$ cat src/rtl/mul_add2_prev_arbiter_pkg.sv
// ---------------------------------------------------------------------------
// mul_add2_prev_arbiter_pkg : state and owner encodings shared by the slice
// Rev 1.0
// ---------------------------------------------------------------------------
`default_nettype none

package mul_add2_prev_arbiter_pkg;

  typedef enum logic [1:0] {
    ST_IDLE  = 2'b00,
    ST_WRITE = 2'b01,
    ST_FULL  = 2'b10
  } state_t;

  typedef enum logic {
    OWN_INIT = 1'b0,
    OWN_UPD  = 1'b1
  } owner_t;

endpackage

`default_nettype wire

$ cat src/rtl/mul_add2_prev_arbiter_if.sv
// ---------------------------------------------------------------------------
// mul_add2_prev_arbiter_if : writer handshakes, consumer release, register port
// Rev 1.0
// ---------------------------------------------------------------------------
`default_nettype none

interface mul_add2_prev_arbiter_if #(
  parameter int ELEMENT_WIDTH                   = 32,
  parameter int NUMBER_OF_EQUATIONS_PER_CLUSTER = 9,
  parameter int COUNT_WIDTH                     = 16
);
  localparam int DW = ELEMENT_WIDTH * NUMBER_OF_EQUATIONS_PER_CLUSTER;

  logic                   init_req;
  logic [DW-1:0]          init_data;
  logic                   init_gnt;
  logic                   upd_req;
  logic [DW-1:0]          upd_data;
  logic                   upd_gnt;
  logic                   rd_done;
  logic                   mem_write_enable;
  logic [DW-1:0]          mem_input_data;
  logic                   prev_valid;
  logic                   busy;
  logic [COUNT_WIDTH-1:0] write_count;

  modport master (
    output init_req, init_data, upd_req, upd_data, rd_done,
    input  init_gnt, upd_gnt, mem_write_enable, mem_input_data,
           prev_valid, busy, write_count
  );

  modport slave (
    input  init_req, init_data, upd_req, upd_data, rd_done,
    output init_gnt, upd_gnt, mem_write_enable, mem_input_data,
           prev_valid, busy, write_count
  );

endinterface

`default_nettype wire

$ cat src/rtl/mul_add2_prev_arbiter_rr_arbiter2.sv
// ---------------------------------------------------------------------------
// rr_arbiter2 : two-requester grant select; MUL_ADD2_PREV_RR_ARB_EN selects
// round-robin, otherwise init has fixed priority.  Rev 1.0
// ---------------------------------------------------------------------------
`default_nettype none

module rr_arbiter2
  import mul_add2_prev_arbiter_pkg::*;
(
  input  wire  clk,
  input  wire  rst,
  input  wire  req_init,
  input  wire  req_upd,
  input  wire  take,
  output logic sel_init,
  output logic sel_upd
);

`ifdef MUL_ADD2_PREV_RR_ARB_EN
  owner_t last_owner;

  always_ff @(posedge clk) begin
    if (rst)
      last_owner <= OWN_UPD;
    else if (take)
      last_owner <= sel_init ? OWN_INIT : OWN_UPD;
  end

  // On a conflict the requester that did not win last time is served.
  always_comb begin
    sel_init = req_init;
    sel_upd  = req_upd & ~req_init;
    if (req_init && req_upd && last_owner == OWN_INIT) begin
      sel_init = 1'b0;
      sel_upd  = 1'b1;
    end
  end
`else
  logic unused_rr;
  assign unused_rr = &{1'b0, clk, rst, take};

  always_comb begin
    sel_init = req_init;
    sel_upd  = req_upd & ~req_init;
  end
`endif

endmodule

`default_nettype wire

$ cat src/rtl/mul_add2_prev_arbiter.sv
// ---------------------------------------------------------------------------
// mul_add2_prev_arbiter : shares the result_prev register between init loader
// and mul_add2 update path (MUL_ADD2_PREV_RR_ARB_EN: round-robin).  Rev 1.0
// ---------------------------------------------------------------------------
`default_nettype none

module mul_add2_prev_arbiter
  import mul_add2_prev_arbiter_pkg::*;
#(
  parameter int ELEMENT_WIDTH                   = 32,
  parameter int NUMBER_OF_EQUATIONS_PER_CLUSTER = 9,
  parameter int COUNT_WIDTH                     = 16
) (
  input wire clk,
  input wire rst,
  mul_add2_prev_arbiter_if.slave bus
);
  localparam int DW = ELEMENT_WIDTH * NUMBER_OF_EQUATIONS_PER_CLUSTER;

  state_t                 state_q, state_d;
  logic                   init_gnt_q, init_gnt_d;
  logic                   upd_gnt_q, upd_gnt_d;
  logic                   we_q, we_d;
  logic [DW-1:0]          data_q, data_d;
  logic                   valid_q, valid_d;
  logic                   busy_q, busy_d;
  logic [COUNT_WIDTH-1:0] count_q, count_d;
  logic                   take, sel_init, sel_upd, any_req;

  assign any_req = bus.init_req | bus.upd_req;

  rr_arbiter2 u_arb (
    .clk      (clk),
    .rst      (rst),
    .req_init (bus.init_req),
    .req_upd  (bus.upd_req),
    .take     (take),
    .sel_init (sel_init),
    .sel_upd  (sel_upd)
  );

  always_ff @(posedge clk) begin
    if (rst) begin
      state_q    <= ST_IDLE;
      init_gnt_q <= 1'b0;
      upd_gnt_q  <= 1'b0;
      we_q       <= 1'b0;
      data_q     <= '0;
      valid_q    <= 1'b0;
      busy_q     <= 1'b0;
      count_q    <= '0;
    end else begin
      state_q    <= state_d;
      init_gnt_q <= init_gnt_d;
      upd_gnt_q  <= upd_gnt_d;
      we_q       <= we_d;
      data_q     <= data_d;
      valid_q    <= valid_d;
      busy_q     <= busy_d;
      count_q    <= count_d;
    end
  end

  always_comb begin
    state_d    = state_q;
    init_gnt_d = 1'b0;
    upd_gnt_d  = 1'b0;
    we_d       = 1'b0;
    data_d     = data_q;
    valid_d    = valid_q;
    count_d    = count_q;
    take       = 1'b0;

    case (state_q)
      ST_IDLE: begin
        take = any_req;
      end
      ST_WRITE: begin
        state_d = ST_FULL;
        valid_d = 1'b1;
        count_d = count_q + COUNT_WIDTH'(1);
      end
      ST_FULL: begin
        // Release by the consumer; a waiting request is granted in the same cycle.
        if (bus.rd_done) begin
          valid_d = 1'b0;
          state_d = ST_IDLE;
          take    = any_req;
        end
      end
      default: state_d = ST_IDLE;
    endcase

    if (take) begin
      state_d    = ST_WRITE;
      init_gnt_d = sel_init;
      upd_gnt_d  = sel_upd;
      we_d       = 1'b1;
      data_d     = sel_init ? bus.init_data : bus.upd_data;
    end

    busy_d = (state_d != ST_IDLE);
  end

  assign bus.init_gnt         = init_gnt_q;
  assign bus.upd_gnt          = upd_gnt_q;
  assign bus.mem_write_enable = we_q;
  assign bus.mem_input_data   = data_q;
  assign bus.prev_valid       = valid_q;
  assign bus.busy             = busy_q;
  assign bus.write_count      = count_q;

endmodule

`default_nettype wire
$ cat src/flat_wrapper.sv
// flat-port wrapper written by rule: the top's interface ports become plain ports
module mul_add2_prev_arbiter_flat import mul_add2_prev_arbiter_pkg::*;
#(
  parameter int ELEMENT_WIDTH                   = 32,
  parameter int NUMBER_OF_EQUATIONS_PER_CLUSTER = 9,
  parameter int COUNT_WIDTH                     = 16
)
  (clk, rst, bus_init_req, bus_init_data, bus_upd_req, bus_upd_data, bus_rd_done, bus_init_gnt, bus_upd_gnt, bus_mem_write_enable, bus_mem_input_data, bus_prev_valid, bus_busy, bus_write_count);
  mul_add2_prev_arbiter_if #(.ELEMENT_WIDTH(ELEMENT_WIDTH), .NUMBER_OF_EQUATIONS_PER_CLUSTER(NUMBER_OF_EQUATIONS_PER_CLUSTER), .COUNT_WIDTH(COUNT_WIDTH)) bus_i ();
  input wire clk;
  input wire rst;
  input wire logic [$bits(bus_i.init_req)-1:0] bus_init_req;
  input wire logic [$bits(bus_i.init_data)-1:0] bus_init_data;
  input wire logic [$bits(bus_i.upd_req)-1:0] bus_upd_req;
  input wire logic [$bits(bus_i.upd_data)-1:0] bus_upd_data;
  input wire logic [$bits(bus_i.rd_done)-1:0] bus_rd_done;
  output wire logic [$bits(bus_i.init_gnt)-1:0] bus_init_gnt;
  output wire logic [$bits(bus_i.upd_gnt)-1:0] bus_upd_gnt;
  output wire logic [$bits(bus_i.mem_write_enable)-1:0] bus_mem_write_enable;
  output wire logic [$bits(bus_i.mem_input_data)-1:0] bus_mem_input_data;
  output wire logic [$bits(bus_i.prev_valid)-1:0] bus_prev_valid;
  output wire logic [$bits(bus_i.busy)-1:0] bus_busy;
  output wire logic [$bits(bus_i.write_count)-1:0] bus_write_count;
  assign bus_i.init_req = bus_init_req;
  assign bus_i.init_data = bus_init_data;
  assign bus_i.upd_req = bus_upd_req;
  assign bus_i.upd_data = bus_upd_data;
  assign bus_i.rd_done = bus_rd_done;
  assign bus_init_gnt = bus_i.init_gnt;
  assign bus_upd_gnt = bus_i.upd_gnt;
  assign bus_mem_write_enable = bus_i.mem_write_enable;
  assign bus_mem_input_data = bus_i.mem_input_data;
  assign bus_prev_valid = bus_i.prev_valid;
  assign bus_busy = bus_i.busy;
  assign bus_write_count = bus_i.write_count;
  mul_add2_prev_arbiter #(.ELEMENT_WIDTH(ELEMENT_WIDTH), .NUMBER_OF_EQUATIONS_PER_CLUSTER(NUMBER_OF_EQUATIONS_PER_CLUSTER), .COUNT_WIDTH(COUNT_WIDTH)) u_core (.clk(clk), .rst(rst), .bus(bus_i));
endmodule
$ cat config.mk
export PLATFORM = sky130hd
export DESIGN_NAME = mul_add2_prev_arbiter_flat
export DESIGN_NICKNAME = d
export VERILOG_FILES = /design/src/rtl/mul_add2_prev_arbiter_pkg.sv /design/src/rtl/mul_add2_prev_arbiter_if.sv /design/src/rtl/mul_add2_prev_arbiter_rr_arbiter2.sv /design/src/rtl/mul_add2_prev_arbiter.sv /design/src/flat_wrapper.sv
export SDC_FILE = /design/constraint.sdc
export NUM_CORES = 1
export LEC_CHECK = 0
export CORE_AREA = 2 2 342 344
export DETAILED_ROUTE_END_ITERATION = 8
export DIE_AREA = 0 0 344 346
export PLACE_DENSITY = 0.44
export SLEW_MARGIN = 20
export SYNTH_ARGS = -nofsm -noshare
export SYNTH_HDL_FRONTEND = slang
export SYNTH_SLANG_ARGS = --single-unit
export TNS_END_PERCENT = 50
$ cat constraint.sdc
create_clock -name clk -period 2.05 [get_ports clk]
set_clock_uncertainty 0.1 [all_clocks]
set_input_delay 0.205 -clock clk [delete_from_list [all_inputs] [get_ports clk]]
set_output_delay 0.205 -clock clk [all_outputs]
set_load 0.02 [all_outputs]
=== Yosys cells after proc, flatten, opt, wreduce, memory -nomap -nowiden ===
Index checks and enable logic that the tools add are counted.

* Register bits after elaboration: 311

* Add/sub/neg operators: 1
* Equality and inequality tests: 3
* Multiplexer cells: 9
* Bitwise gates (word level): 4
* Reduce and logical (&&, ||, !) cells: 5

{| class="wikitable"
|+ Operators by type and width
! cell !! number
|-
| 288-bit 2-to-1 mux || 1
|-
| 16-bit by 1-bit adder with 16-bit output (second input constant) || 1
|-
| 2-bit case mux with 3 select lines || 1
|-
| 2-bit 2-to-1 mux || 2
|-
| 1-bit case mux with 2 select lines || 2
|-
| 2-bit nonzero test || 2
|-
| 1-bit 2-to-1 mux || 3
|-
| 2-bit by 1-bit equality test with 1-bit output (second input constant) || 1
|-
| 2-bit equality test (second input constant) || 1
|-
| 2-bit zero test || 1
|-
| 2-bit != test (second input constant) || 1
|-
| 1-bit NOT || 2
|-
| 2-bit AND reduction || 1
|-
| 2-bit OR reduction || 1
|-
| 1-bit bitwise AND || 1
|-
| 1-bit bitwise OR || 1
|}

=== Depth between registers and ports, before layout ===
Gate-level depths: netlist (run 1).

* Word-level depth: 5
* Mapped depth: 8
* Depth with buffers taken out: 5

=== Hierarchy ===
Synthesis (run 1) repeated with hierarchy kept, for this count alone.

* Cells, all modules: 1387
* Area total of the unflattened synthesis: 14750.4 µm²

{| class="wikitable"
|+ Modules (own cells, without submodules)
! module !! instances !! cells an instance !! area each (µm²) !! seq. area each (µm²)
|-
| mul_add2_prev_arbiter || 1 || 1385 || 14729.1 || 6226.0
|-
| rr_arbiter2 || 1 || 2 || 21.3 || 0.0
|}

=== Least setup slack after synthesis (run 1) ===
No wires, ideal clock.

* Path type: reg-to-reg
* Start: register u_core.count_q[3], in the netlist u_core.bus.write_count[3]
* End: register u_core.count_q[15], in the netlist u_core.bus.write_count[15]
* Setup time: 71 ps
* Arrival time: 1620 ps
* Data required time: 1879 ps
* Path slack: 259 ps
* Stages on the path, launching flop included: 5
* Buffers on the path: 0
* Period minus slack after synthesis: 1791 ps
* Cells stage by stage: dfxtp_1 and4_4 nand4_1 or4_1 a21oi_1

* Cells in the longest elaborated chain, start to end: 1

{| class="wikitable"
|+ RTL lines
! element !! line !! source
|-
| from (decl) || mul_add2_prev_arbiter.sv:27 || <nowiki>logic [COUNT_WIDTH-1:0] count_q, count_d;</nowiki>
|-
| from (signal assigned) || mul_add2_prev_arbiter.sv:60 || <nowiki>count_q <= count_d;</nowiki>
|-
| 16-bit by 1-bit adder with 16-bit output || mul_add2_prev_arbiter.sv:81 || <nowiki>count_d = count_q + COUNT_WIDTH'(1);</nowiki>
|}

No other way between the ends.
A chain may end at the register's enable or synchronous reset.

=== Worst setup path after layout (run 1) ===
* Start: register u_core.data_q[115], in the netlist u_core.bus.mem_input_data[115]
* End: output bus_mem_input_data[115]

{| class="wikitable"
|+ RTL lines
! element !! line !! source
|-
| from (decl) || mul_add2_prev_arbiter.sv:24 || <nowiki>logic [DW-1:0] data_q, data_d;</nowiki>
|-
| from (signal assigned) || mul_add2_prev_arbiter.sv:57 || <nowiki>data_q <= data_d;</nowiki>
|-
| to (decl) || flat_wrapper.sv:20 || <nowiki>output wire logic [$bits(bus_i.mem_input_data)-1:0] bus_mem_input_data;</nowiki>
|}

No word-level cell between the ends.

==> summary.md, run 1 <==
| Metric | Value |
|---|---|
| Final hold vios | `0` |
| Post-route ant nets | `0` |
| Cell area after layout | `0.02586 sq mm` |
| Sum Neg Setup Slack | `0 ps` |
| CTS buffer count | `40` |
| DRC | `0` |
| Setup bufs post-CTS | `0` |
| RSZ-0062 raised after global routing | `false` |
| Fin. max-slew vios | `0` |
| Clock latency at the later pin of the worst-skew pair | `570 ps` |
| Status | `completed` |
| Static Leakage | `10.04 nW` |
| Synthesized Nets | `1,966` |
| Mapped Avg Cell Area | `9.700 sq um` |
| Arrival @ worst endpoint | `1660 ps` |
| Logic pwr share | `28.0%` |
| HPWL Detailed | `59,650 um` |
| Sequential share of power | `35.3%` |
| MaxCap Viol Count | `0` |
| Register bit total from synthesis | `311` |
| Wire per inst | `19.01 um` |
| Layout cells sized above 1 | `6.953%` |
| FP Rows | `125` |
| Via count | `13,547` |
| Number of global-route vias before repair | `13,452` |
| Worst hold path class | `input port to flip-flop` |
| DRT iter0 DRCs | `423` |
| Die width | `344 um` |
| Post-layout min period | `1969 ps` |
| Nets | `2,854` |
| Routed wire length | `72,800 um` |
| Crit-path slowest cell | `clkdlybuf4s50_1` |
| GPL Wtd Cong | `0.8283` |
| CTS root buf | `clkbuf_16` |
| Final worst-path cycle share | `96.03%` |
| Top delay family on crit path | `buffers and inverters` |
| Setup crit end kind | `output port` |
| Sw frac | `29.67%` |
| Asr flop ratio synth | `0%` |
| Worst path bufs/invs | `1` |
| Worst slew pin tran | `568.7 ps` |
| Cell Pwr Density | `773.5 mW/mm^2` |
| Max clock buf depth | `3` |
| Total number of yosys warnings | `0` |
| Core area | `0.1154 sq mm` |
| Io pins | `890` |
| Power Internal | `14.07 mW` |
| Clk sinks | `311` |
| CTS tree | `yes` |
| Max Freq | `508.0 MHz` |
| Sequential area share after synthesis | `46.37%` |
| Initial antenna violation count | `14` |
| Worst-path clk slew | `60 ps` |
| Top FF cell, synth | `dfxtp_1` |
| H-tree levels | `2` |
| Die area | `0.1190 sq mm` |
| Top cells by area, synth | `dfxtp_1 (46%), mux2i_1 (22%), a211oi_1 (16%)` |
| Synth top cells by count | `dfxtp_1 (311), nor2_1 (305), mux2i_1 (289)` |
| CP Data Required Time | `1750 ps` |
| Mapped cell area | `0.01343 sq mm` |
| Cells along the critical path | `clkdlybuf4s50_1` |
| CP startpoint kind | `flip-flop` |
| Cells after Synth | `1,384` |
| Drt via density | `3.538` |
| Initial Util | `11.63%` |
| TritonRoute pass-1 iters | `4` |
| CP peak stage delay | `680 ps` |
| Count leader, synth | `dfxtp_1` |
| Post-synth top area share | `46.37%` |
| VDD IR max | `0.0004006 V` |
| I/O Buffers | `889` |
| Switching power of the nets | `5.935 mW` |
| Area leader, netlist | `dfxtp_1` |
| GRT Overall Usage | `11.62%` |
| CP max FO | `2` |
| First-pass GRT wire length | `99,800 um` |
| Synthesis-to-layout area growth | `92.63%` |
| Post-synth EDFFs | `0` |
| Grt ovf | `0` |
| Final number of setup-violating endpoints | `0` |
| Placed cell area | `0.02448 sq mm` |
| Largest net degree at the start of global routing | `78` |
| Clk pwr share | `36.8%` |
| Die height | `346 um` |
| Netlist cell types | `33` |
| Rel. slew slack | `61.01%` |
| CP Class | `flip-flop to output port` |
-- flip-flops by register name, indices dropped and copies added, names as in the netlist --
signal	cells
u_core.bus.busy	1
u_core.bus.write_count	16
u_core.bus.mem_write_enable	1
u_core.bus.upd_gnt	1
u_core.state_q	2
u_core.bus.prev_valid	1
u_core.bus.init_gnt	1
u_core.bus.mem_input_data	288
-- cells by family (layout without fill, tap and decap cells) --
kind of cell | after synthesis | count (layout) | share of synthesized area [%]
buffers and inverters | 133 | 1050 | 4.492
muxes | 289 | 289 | 21.55
DFF | 311 | 311 | 46.37
adders and majority gates | 1 | 1 | 0.09318
other | 0 | 4 | 0
AOI/OAI and AO/OA | 298 | 298 | 16.50
and+or+nand+nor | 341 | 341 | 10.28
xor gates and xnor gates | 11 | 11 | 0.7176
-- placed cells by master (no fill, tap or decap), types with 9 or more instances in the layout --
| cell | instances |
|---|---|
| mux2i_1 | 289 |
| buf_12 | 14 |
| dfxtp_1 | 311 |
| a211oi_1 | 288 |
| buf_4 | 75 |
| clkbuf_8 | 12 |
| nor2_1 | 305 |
| clkbuf_1 | 9 |
| clkdlybuf4s50_1 | 877 |
| clkbuf_16 | 41 |
-- power groups by stage --
stage / Clock (mW) / Combinational [mW] / Sequential (mW)
after floorplan: 0 / 1.62 / 7.93
after global placement: 0 / 5.68 / 7.18
after detailed placement: 0 / 5.67 / 7.18
after CTS: 7.73 / 5.69 / 7.06
after global routing: 7.93 / 6.00 / 7.14
final: 7.36 / 5.59 / 7.06
-- timing repair --
item                                   in CTS  in global routing
endpoints found under the hold margin      12                  0
resized for setup                           7                  2
gates cloned                                0                  0
setup endpoints to repair                   7                  2
hold buffers                                2                  0
-- final cells by class --
type,count,area [sq um]
Antenna cell,4,10.01
Timing Repair Buffer,979,9758
Fill cell,12608,89560
Multi-Input combinational cell,940,6601
Clock buffer,62,1225
Tap cell,1524,1907
Clock inverter,9,133.9
Sequential cell,311,6226
-- per-layer routing --
layer / global-route usage [%] / share of wire [%]
met2: 19.05 / 46
met5: 0 / 0.091
met1: 14.60 / 43
met3: 3.865 / 8.9
met4: 2.751 / 1.8
-- per-stage QoR --
| step | utilization [%] | setup slack, ps | hold WS, ps | power (mW) | std cells |
|---|---|---|---|---|---|
| 6_report | 22.41 | 81.47 | 153.4 | 20.00 | 3829 |
| 5_1_grt | 22.40 | 15.21 | 101.8 | 21.07 | 3825 |
| 4_1_cts | 22.39 | 2.200 | 73.75 | 20.49 | 3825 |
| 3_5_place_dp | 21.21 | -84.30 | 372.0 | 12.85 | 3752 |
| 3_3_place_gp | 21.21 | -92.75 | 377.4 | 12.85 | 3752 |
| 2_1_floorplan | - | 259.4 | 274.5 | 9.549 | 1384 |
-- path summary, 6_finish.rpt --
kind,start,endpoint,slack [ps],cells after the start
max reg2reg,u_core.state_q[1]$_SDFF_PP0_,u_core.bus.mem_input_data[55]$_SDFFE_PP0P_,180,7
min reg2reg,u_core.bus.write_count[15]$_SDFFE_PP0P_,u_core.bus.write_count[15]$_SDFFE_PP0P_,380,2
max,u_core.bus.mem_input_data[115]$_SDFFE_PP0P_,bus_mem_input_data[115],80,1
min,bus_upd_req,u_core.bus.upd_gnt$_SDFF_PP0_,150,2
Note: power is estimated with default switching activity, not from simulation.
==> run 2, diff against run 1 <==
--- a/config.mk
+++ b/config.mk
@@ -9,6 +9,7 @@
 export DETAILED_ROUTE_END_ITERATION = 8
 export DIE_AREA = 0 0 344 346
 export PLACE_DENSITY = 0.44
+export REMOVE_ABC_BUFFERS = 1
 export SLEW_MARGIN = 20
 export SYNTH_ARGS = -nofsm -noshare
 export SYNTH_HDL_FRONTEND = slang
==> run 2 against run 1 <==
  * Sequential power about the same
  * Sequential cell count unchanged
  * Sequential share of layout area decreased by 0.14 points
  * Utilization increased by 0.13 points
  * Maximum frequency decreased by 0.75%
  * Routed wire length increased by 0.69%
  * Critical endpoint is now bus_mem_input_data[176]
  * Highest routed layer unchanged
==> summary.md, run 2 (synthesis results as in run 1) <==
| Metric | Value |
|---|---|
| CP max FO | `2` |
| Sequential share of power | `35.0%` |
| Static Leakage | `10.10 nW` |
| Crit-path slowest cell | `clkdlybuf4s50_1` |
| Layout cells sized above 1 | `7.040%` |
| Fin. max-slew vios | `0` |
| CTS hold repair buffers | `0` |
| CTS buffer count | `41` |
| Launch point of the worst reg-to-reg path | `u_core.state_q[1]$_SDFF_PP0_` |
| Post-route ant nets | `0` |
| Grt ovf | `0` |
| Switching power of the nets | `6.014 mW` |
| TritonRoute pass-1 iters | `4` |
| Synthesis-to-layout area growth | `93.78%` |
| FP Rows | `125` |
| Reg2reg path depth | `7` |
| First-pass GRT wire length | `100,400 um` |
| Worst path bufs/invs | `1` |
| Min Hold Slack | `52.50 ps` |
| Cell Pwr Density | `774.3 mW/mm^2` |
| Final number of setup-violating endpoints | `0` |
| VDD IR max | `0.0004720 V` |
| GRT Overall Usage | `11.73%` |
| Clk sinks | `311` |
| Rel. slew slack | `58.11%` |
| Setup bufs post-CTS | `0` |
| RSZ-0062 raised after global routing | `false` |
| I/O Buffers | `889` |
| Worst slew pin tran | `628.3 ps` |
| Status | `completed` |
| Die area | `0.1190 sq mm` |
| Post-CTS sizing | `10` |
| Nets | `2,854` |
| Post-layout min period | `1984 ps` |
| Final hold vios | `0` |
| MaxCap Viol Count | `0` |
| Die width | `344 um` |
| CP startpoint kind | `flip-flop` |
| Largest register FFs | `288` |
| HPWL Detailed | `60,090 um` |
| Cells along the critical path | `clkdlybuf4s50_1` |
| Wire per inst | `19.14 um` |
| Arrival @ worst endpoint | `1680 ps` |
| Clock latency at the later pin of the worst-skew pair | `570 ps` |
| Clk pwr share | `36.9%` |
| Number of global-route vias before repair | `13,769` |
| Worst setup endpoint | `bus_mem_input_data[176]` |
| CP peak stage delay | `670 ps` |
| GPL Wtd Cong | `0.8397` |
| CP Data Required Time | `1750 ps` |
| Max Freq | `504.2 MHz` |
| R2r setup slk | `200 ps` |
| Worst hold path class | `input port to flip-flop` |
| Commonest non-fill, non-tap cell in the layout | `clkdlybuf4s50_1` |
| DRC | `0` |
| Commonest cells after routing, fill and taps aside | `clkdlybuf4s50_1 (876), dfxtp_1 (311), nor2_1 (305), mux2i_1 (289), a211oi_1 (288)` |
| Max clock buf depth | `3` |
| CTS root buf | `clkbuf_16` |
| CP startpoint | `u_core.bus.mem_input_data[176]$_SDFFE_PP0P_` |
| CP Class | `flip-flop to output port` |
| H-tree levels | `2` |
| Worst reg2reg path endpoint | `u_core.bus.mem_input_data[71]$_SDFFE_PP0P_` |
| Final worst-path cycle share | `96.76%` |
| CTS tree | `yes` |
| Stages on the worst setup path | `1` |
| Initial antenna violation count | `19` |
| Logic pwr share | `28.1%` |
| Routed wire length | `73,300 um` |
| Io pins | `890` |
| Via count | `13,586` |
| Die height | `346 um` |
| DRT iter0 DRCs | `423` |
| Sw frac | `29.85%` |
| Core area | `0.1154 sq mm` |
| Largest net degree at the start of global routing | `61` |
| Initial Util | `11.63%` |
| Cell area after layout | `0.02602 sq mm` |
| Setup crit end kind | `output port` |
| Worst-path clk slew | `50 ps` |
| Placed cell area | `0.02465 sq mm` |
| Drt via density | `3.547` |
| Top delay family on crit path | `buffers and inverters` |
| Power Internal | `14.13 mW` |
-- run 2: changes by cell type in the layout (fill, tap and decap cells not counted), moves of 2 or more --
cell,change
buf_4,-13
clkinv_2,+5
dlygate4sd3_1,-2
buf_12,+13
clkinv_4,-3
clkbuf_8,-4
dlygate4sd2_1,+3
clkbuf_16,+2
-- run 2: cell type report --
class | instances | area, sq um
Clock buffer | 59 | 1216
Antenna cell | 5 | 12.51
Fill cell | 12582 | 89410
Clock inverter | 13 | 148.9
Sequential cell | 311 | 6226
Tap cell | 1524 | 1907
Multi-Input combinational cell | 940 | 6601
Timing Repair Buffer | 978 | 9905
-- run 2: power groups by stage --
stage	Clock [mW]	Sequential, mW	Combinational [mW]
3_3_place_gp	0	7.17	5.76
4_1_cts	7.80	7.07	5.77
2_1_floorplan	0	7.38	1.41
5_1_grt	7.98	7.14	6.08
6_report	7.43	7.06	5.66
3_5_place_dp	0	7.19	5.75
-- run 2: how the worst min path moves through the flow --
stage,start,end,slack [ps],cells past startpoint
after floorplan,rst,u_core.bus.busy$_SDFF_PP0_,170,1
after global placement,u_core.bus.write_count[15]$_SDFFE_PP0P_,u_core.bus.write_count[15]$_SDFFE_PP0P_,370,2
after detailed placement,u_core.bus.write_count[15]$_SDFFE_PP0P_,u_core.bus.write_count[15]$_SDFFE_PP0P_,370,2
after CTS,rst,u_core.bus.mem_input_data[68]$_SDFFE_PP0P_,10,2
after global routing,rst,u_core.bus.mem_input_data[78]$_SDFFE_PP0P_,60,2
final,rst,u_core.bus.mem_input_data[68]$_SDFFE_PP0P_,50,2
-- run 2: routing by layer --
| metal | part of all wire (%) | track usage (%) | vias to the layer above |
|---|---|---|---|
| li1 | - | - | 6827 |
| met1 | 40 | 13.44 | 6123 |
| met2 | 49 | 20.53 | 528 |
| met3 | 8.6 | 3.815 | 98 |
| met4 | 2.5 | 3.461 | 10 |
| met5 | 0.094 | 0 | - |
-- run 2: per-stage QoR --
stage	TNS, ps	cells	util [%]	power, mW	worst slack (ps)
6_report	0	3830	22.54	20.15	66.50
5_1_grt	0	3828	22.54	21.20	4.099
4_1_cts	0	3825	22.53	20.64	1.272
3_5_place_dp	-2036	3753	21.36	12.94	-85.83
3_3_place_gp	-381.4	3753	21.36	12.93	-82.16
2_1_floorplan	-8227420	1251	-	8.788	-28570
